**src/rtl/tt3_response_checker_sat_counter.sv**
```systemverilog
// Saturating up-counter with synchronous clear.
//   clk, rst_n : clock, asynchronous active-low reset
//   clr        : synchronous clear to zero (wins over inc)
//   inc        : increment by one, holding at all-ones
//   q          : count value
module tt3_response_checker_sat_counter #(
  parameter int unsigned W = 4
) (
  input  logic         clk,
  input  logic         rst_n,
  input  logic         clr,
  input  logic         inc,
  output logic [W-1:0] q
);

  always_ff @(posedge clk or negedge rst_n) begin
    if (!rst_n) begin
      q <= '0;
    end else if (clr) begin
      q <= '0;
    end else if (inc && (q != '1)) begin
      q <= q + 1'b1;
    end
  end

endmodule

```
**config.mk**
```make
export PLATFORM = sky130hd
export DESIGN_NAME = tt3_response_checker_sat_counter
export DESIGN_NICKNAME = d
export VERILOG_FILES = /design/src/rtl/tt3_response_checker_sat_counter.sv
export SDC_FILE = /design/constraint.sdc
export NUM_CORES = 1
export LEC_CHECK = 0
export CAP_MARGIN = 20
export CORE_AREA = 2 2 39 41
export DETAILED_ROUTE_END_ITERATION = 8
export DIE_AREA = 0 0 41 43
export GPL_ROUTABILITY_DRIVEN = 0
export GPL_TIMING_DRIVEN = 0
export SYNTH_ARGS = -nofsm -noshare
export SYNTH_HDL_FRONTEND = slang
export SYNTH_SLANG_ARGS = --single-unit
```
**constraint.sdc**
```tcl
create_clock -name clk -period 4.1 [get_ports clk]
set_clock_uncertainty 0.2 [all_clocks]
set_input_delay 0.41 -clock clk [delete_from_list [all_inputs] [get_ports clk]]
set_output_delay 0.41 -clock clk [all_outputs]
set_load 0.005 [all_outputs]
```
==> metrics.log <==
[metrics] status: completed
[metrics] mapped cell area: 229 um^2
[metrics] largest net degree at the start of global routing: 7
[metrics] worst skew pair latency: 230 ps
[metrics] achievable clock frequency: 566 MHz
[metrics] synthesized area divided by synthesized cell count: 11.4 um^2
[metrics] relative slew slack: 86.6%
[metrics] largest cells by area after synthesis: sky130_fd_sc_hd__dfrtp_1 44%, sky130_fd_sc_hd__mux2_4 6.6%, sky130_fd_sc_hd__nor2b_4 6.0%
[metrics] # H-tree levels: 1
[metrics] I/O pin count: 8
[metrics] critical path's top delay family: buffers and inverters
[metrics] Rows: 14
[metrics] clock tree from TritonCTS: yes
[metrics] yosys warns: 0
[metrics] vias in the first global route: 209
[metrics] type of the setup path with the least slack: reg2out
[metrics] share of final-layout standard cells stronger than drive strength 1: 23.3%
[metrics] total count of hold-check failures in the final report: 0
[metrics] Setup Fix Bufs, Post-CTS: 0
[metrics] flip-flop count of the largest register, all copies and words added: 4
[metrics] sequential share of the synthesized area: 43.7%
[metrics] leakage power: 0.148 nW
[metrics] Total Routing Usage GR: 7.14%
[metrics] leading area contributor after synthesis: sky130_fd_sc_hd__dfrtp_1
[metrics] clock transition time at the flip-flop clock pins of the worst setup and hold paths: 40 ps
[metrics] Bufs and invs on worst path: 1
[metrics] maximum clock path buffer count: 2
[metrics] Total Wirelength: 435 um
[metrics] die boundary height: 43 um
[metrics] slowest cell delay on critical path: 520 ps
[metrics] crit path max-delay cell type: sky130_fd_sc_hd__clkdlybuf4s50_1
[metrics] violation count after the first detailed-routing iteration: 0
[metrics] type of element capturing the critical path: output port
[metrics] share of the clock period used by the worst path: 43.1%
[metrics] power per cell area: 312 nW/um^2
[metrics] number of gates resized after cts: 0
[metrics] Filler Cell Count: 157
[metrics] global-route wire length before repair: 807 um
[metrics] Required @ worst endpoint: 3490 ps
[metrics] Std-Cell Core Area: 1380 um^2
[metrics] mean routed wirelength per cell: 9.46 um
[metrics] GRT Residual Overflow: 0
[metrics] drt via density: 4.15
[metrics] net count reported at finish: 37
[metrics] Mapped Nets: 25
[metrics] die width: 41 um
[metrics] most frequent standard cell in the layout excluding fill and tap cells: sky130_fd_sc_hd__clkdlybuf4s50_1
[metrics] area share of the largest cell type after synthesis: 43.7%
[metrics] post-synthesis register bit count: 4
[metrics] Worst-Margin Slew: 200 ps
[metrics] hold-fix buffers at CTS: 0
[metrics] area taken by multi-input logic gates: 129 um^2
[metrics] count of unresolved DRC violations after routing: 0
[metrics] Period minus WS final: 1770 ps
[metrics] setup repair after global routing missed its margin: no
[metrics] initial cell density of the core: 16.5%
[metrics] final count of pins violating max slew: 0
[metrics] Worst VDD drop: 156 uV
[metrics] min-delay worst type: in2async
[metrics] Top Registers: q x4
[metrics] type of origin of the critical path: register
[metrics] vias after detailed routing: 191
[metrics] number of detailed-routing iterations run before antenna repair: 1
[metrics] commonest cells after routing, fill and taps aside: 7 x sky130_fd_sc_hd__clkdlybuf4s50_1, 4 x sky130_fd_sc_hd__dfrtp_1, 3 x sky130_fd_sc_hd__clkbuf_4
[metrics] maximum fanout along the worst path: 5
[metrics] total of buffers placed on input and output ports: 7
[metrics] list of cells traversed by the critical path: clkdlybuf4s50_1
[metrics] Finished Core Util: 24.7%
[metrics] antenna violations before repair: 0
[metrics] # setup viols final: 0
[metrics] area used by sequential logic in the layout: 100 um^2
[metrics] number of max-cap violations: 0
[metrics] Worst Path Arrival: 1160 ps
[metrics] Gate Count Post-Synth: 20
[metrics] number of clock buffers inserted by TritonCTS: 3
[metrics] total negative slack: 0 ps
[metrics] Die Area: 1760 um^2
[metrics] register with the most flip-flops: q
[metrics] number of unique standard cell types used by synthesis: 15
[metrics] growth of design area from synthesis to finish: 49.2%
[metrics] antenna diode count: 0
[metrics] clk sinks: 4
[metrics] antenna-violating nets left: 0
[metrics] cell chosen for the clock root: sky130_fd_sc_hd__clkbuf_4
-- cell families (layout without fill, tap and decap cells) --
family                   after synthesis  count (layout)  synth area share, %
AO/OA/AOI/OAI                          3               3                 6.56
adder cells (fa/ha/maj)                1               1                 5.46
buffers and inverters                  0              10                    0
flip-flops                             4               4                 43.7
multiplexers                           2               2                 10.9
AND/OR/NAND/NOR                       10              10                 33.3
-- worst paths after layout --
kind	from	to	slack [ps]	depth (start not counted)
worst min register to register	q[1]	q[1]	390	2
max in group asynchronous	rst_n	q[1]	3350	1
worst max-delay path	q[2]	q[2]	2330	1
worst max register to register	q[0]	q[0]	2530	4
min in group clk	q[1]	q[1]	390	2
worst min-delay path	rst_n	q[3]	180	1
-- synthesized netlist by cell type, drive strengths merged --
cell / number
and3: 1
nor2: 1
dfrtp: 4
nand4: 1
ha: 1
or2: 1
nand2b: 2
o21ai: 1
mux2i: 1
a21oi: 2
nor3: 1
and4b: 1
nor2b: 2
mux2: 1
-- routing by layer --
metal	vias to the layer above	wire, um	track usage (%)
li1	93	-	-
met1	90	174	8.74
met2	8	218	10.0
met3	0	43	4.71
met4	0	0	2.00
met5	-	0	0
-- power breakdown --
part / switching, mW / internal, mW
clock network: 0.0150 / 0.0326
logic: 0.00504 / 0.00999
registers: 0.00236 / 0.0416
total: 0.0224 / 0.0843
-- layout make-up --
type	count	share of cell area, %
clock buffer	3	6.59
multi-input combinational	16	37.7
sequential	4	29.3
tap	16	5.86
timing repair buffer	7	20.5
-- through the flow --
step	setup slack, ps	total power, mW	instances	hold WS [ps]	cell area [um^2]
6_report	2330	0.107	46	179	342
5_1_grt	2280	0.113	46	185	342
4_1_cts	2320	0.110	46	181	342
3_5_place_dp	2340	0.0598	43	400	319
3_3_place_gp	2360	0.0596	43	392	319
2_1_floorplan	2580	0.0503	20	-85.6	229
Power figures use the tool's default switching activity.
==> variant, RTL diff (same flow settings) <==
The parameter `W` goes from 4 to 5.
--- a/src/rtl/tt3_response_checker_sat_counter.sv
+++ b/src/rtl/tt3_response_checker_sat_counter.sv
@@ -6,3 +6,3 @@
 module tt3_response_checker_sat_counter #(
-  parameter int unsigned W = 4
+  parameter int unsigned W = 5
 ) (
Interface: changed (resized q); port bits go from 8 to 9. The function was not compared with the original's and may differ.
==> variant against the original RTL <==
Cell area up 9.9%; worst hold slack about the same; area after synthesis up 8.7%; synthesized cell count up 15%; sequential cell count up 1; die area unchanged; wire length up 0.69%; worst setup slack worse by 0.28 ns; maximum frequency down 14%; sequential share of layout area up 4.0 points; register-to-register slack worse by 0.48 ns; power up 18%; largest cell class is now sequential cells; largest power group unchanged.
==> variant: results (changes against the original RTL) <==
- Synth cell types: 13 (-2)
- H-tree levels: 1 (unchanged)
- Worst path arrival time: 2.02 ns (+0.86 ns)
- Compound-Gate Fraction of Synth Area: 4.02% (-2.5 points)
- CTS clk-pin slew, worst paths: 0.04 ns (about the same)
- Share of the yosys chip area belonging to registers: 50.3% (+6.5 points)
- Post-CTS sizing: 0 (unchanged)
- Buffers added on ports: 8 (+1)
- Hold Crit Class: primary input to asynchronous set/reset pin
- Total GRT Usage: 6.76% (-0.38 points)
- Post-CTS setup buffer count: 0 (unchanged)
- Worst Path Max Fanout: 5 (unchanged)
- Synth top area cells: dfrtp_1, ha_1, mux2i_1, xor2_1, nor2_1
- Outcome: complete, no violations
- Routed wire length: 438 µm (+0.69%)
- Maximum clock path buffer count: 2 (unchanged)
- Adder-cell share of the synthesized area: 10.1% (+4.6 points)
- Largest registers: q x5
- Num CTS Buffers: 3 (unchanged)
- Reg2Reg Depth: 7 (+3)
- Pin count of the biggest net entering global routing: 6 (-1)
- # fillers: 154 (-1.9%)
- Async S/R FF share, synth: 100% (unchanged)
- Vias in the first global route: 200 (-4.3%)
- Reg2reg end: q[3]$_DFFE_PN0P_
- TNS Setup: 0 ns (unchanged)
- Initial drt markers: 3 (+3)
- # nets final: 42 (+14%)
- First-pass GRT wire length: 731 µm (-9.4%)
- Worst slew margin: 85.6% (-1.0 points)
- DR pass1 iterations: 2 (+1)
- Leakage power: 0.179 nW (+21%)
- Synth top cells by count: dfrtp_1, nor2_1, ha_1, mux2i_1, xor2_1
- Synth warnings: 0 (unchanged)
- Flop-to-flop setup slack: 2.05 ns (-0.48 ns)
- Worst Setup SP: q[0]$_DFFE_PN0P_
- Ant. Diodes: 0 (unchanged)
- Antenna violations before repair: 0 (unchanged)
- VDD IR max: 0.0932 mV (-40%)
- Mux cell area share after synthesis: 8.04% (-2.9 points)
- Synth Area in XOR/XNOR: 7.04% (+7.0 points)
- WS Path Type: register to register
- Layout cells sized above 1: 11.4% (-12 points)
- Via-to-Cell Ratio: 3.90 (-6.0%)
- Clock root buffer: clkbuf_4
- Total nets after synthesis: 29 (+16%)
- Worst-Skew Late Latency: 0.25 ns (+0.02 ns)
variant: final cells by class:
cell class	count	area (µm²)	area share, %
Buffer	1	5.00	1.33
Clock buffer	4	26.3	7.00
Multi-Input combinational cell	17	119	31.7
Sequential cell	5	125	33.3
Tap cell	16	20.0	5.33
Timing Repair Buffer	8	80.1	21.3
variant: power breakdown:
group / internal (W) / switching [W]
sequential: 0.0000516 / 0.00000223
clock: 0.0000368 / 0.0000210
combinational: 0.00000891 / 0.00000568
total: 0.0000974 / 0.0000289
variant: worst min path at each step:
stage,to,slack [ns],cells past startpoint
finish,q[1]$_DFFE_PN0P_,0.18,1
global route,q[1]$_DFFE_PN0P_,0.20,1
CTS,q[1]$_DFFE_PN0P_,0.18,1
detailed placement,q[4]$_DFFE_PN0P_,0.36,2
global placement,q[4]$_DFFE_PN0P_,0.35,2
floorplan,q[0]$_DFFE_PN0P_,-0.09,0
variant: kinds of logic (layout without fill, tap and decap cells):
logic type / after synthesis / in the layout
mux: 2 / 2
xor+xnor: 2 / 2
flops: 5 / 5
simple gates: 9 / 9
fa+ha+maj: 2 / 2
buf+inv: 1 / 13
compound gates: 2 / 2
variant: per-layer routing:
metal	routed length (µm)	global-route usage, %	vias up
li1	-	-	102
met1	158	5.56	89
met2	229	10.0	6
met3	33	3.14	2
met4	16	8.00	0
met5	0	0	-
variant: critical path, stage by stage, from the launching register on:
cell      delay (ns)
dfrtp_1         0.41
ha_1            0.23
and3_1          0.17
ha_1            0.18
nand2b_1        0.14
clkbuf_2        0.15
or3_1           0.36
a21oi_1         0.15
variant: metrics by stage:
step | std cells | setup slack [ns] | cell area [µm²]
global route | 51 | 1.91 | 375
detailed placement | 47 | 2.04 | 349
global placement | 47 | 2.07 | 349
finish | 51 | 2.05 | 375
CTS | 51 | 2.02 | 375
floorplan | 23 | 2.15 | 249
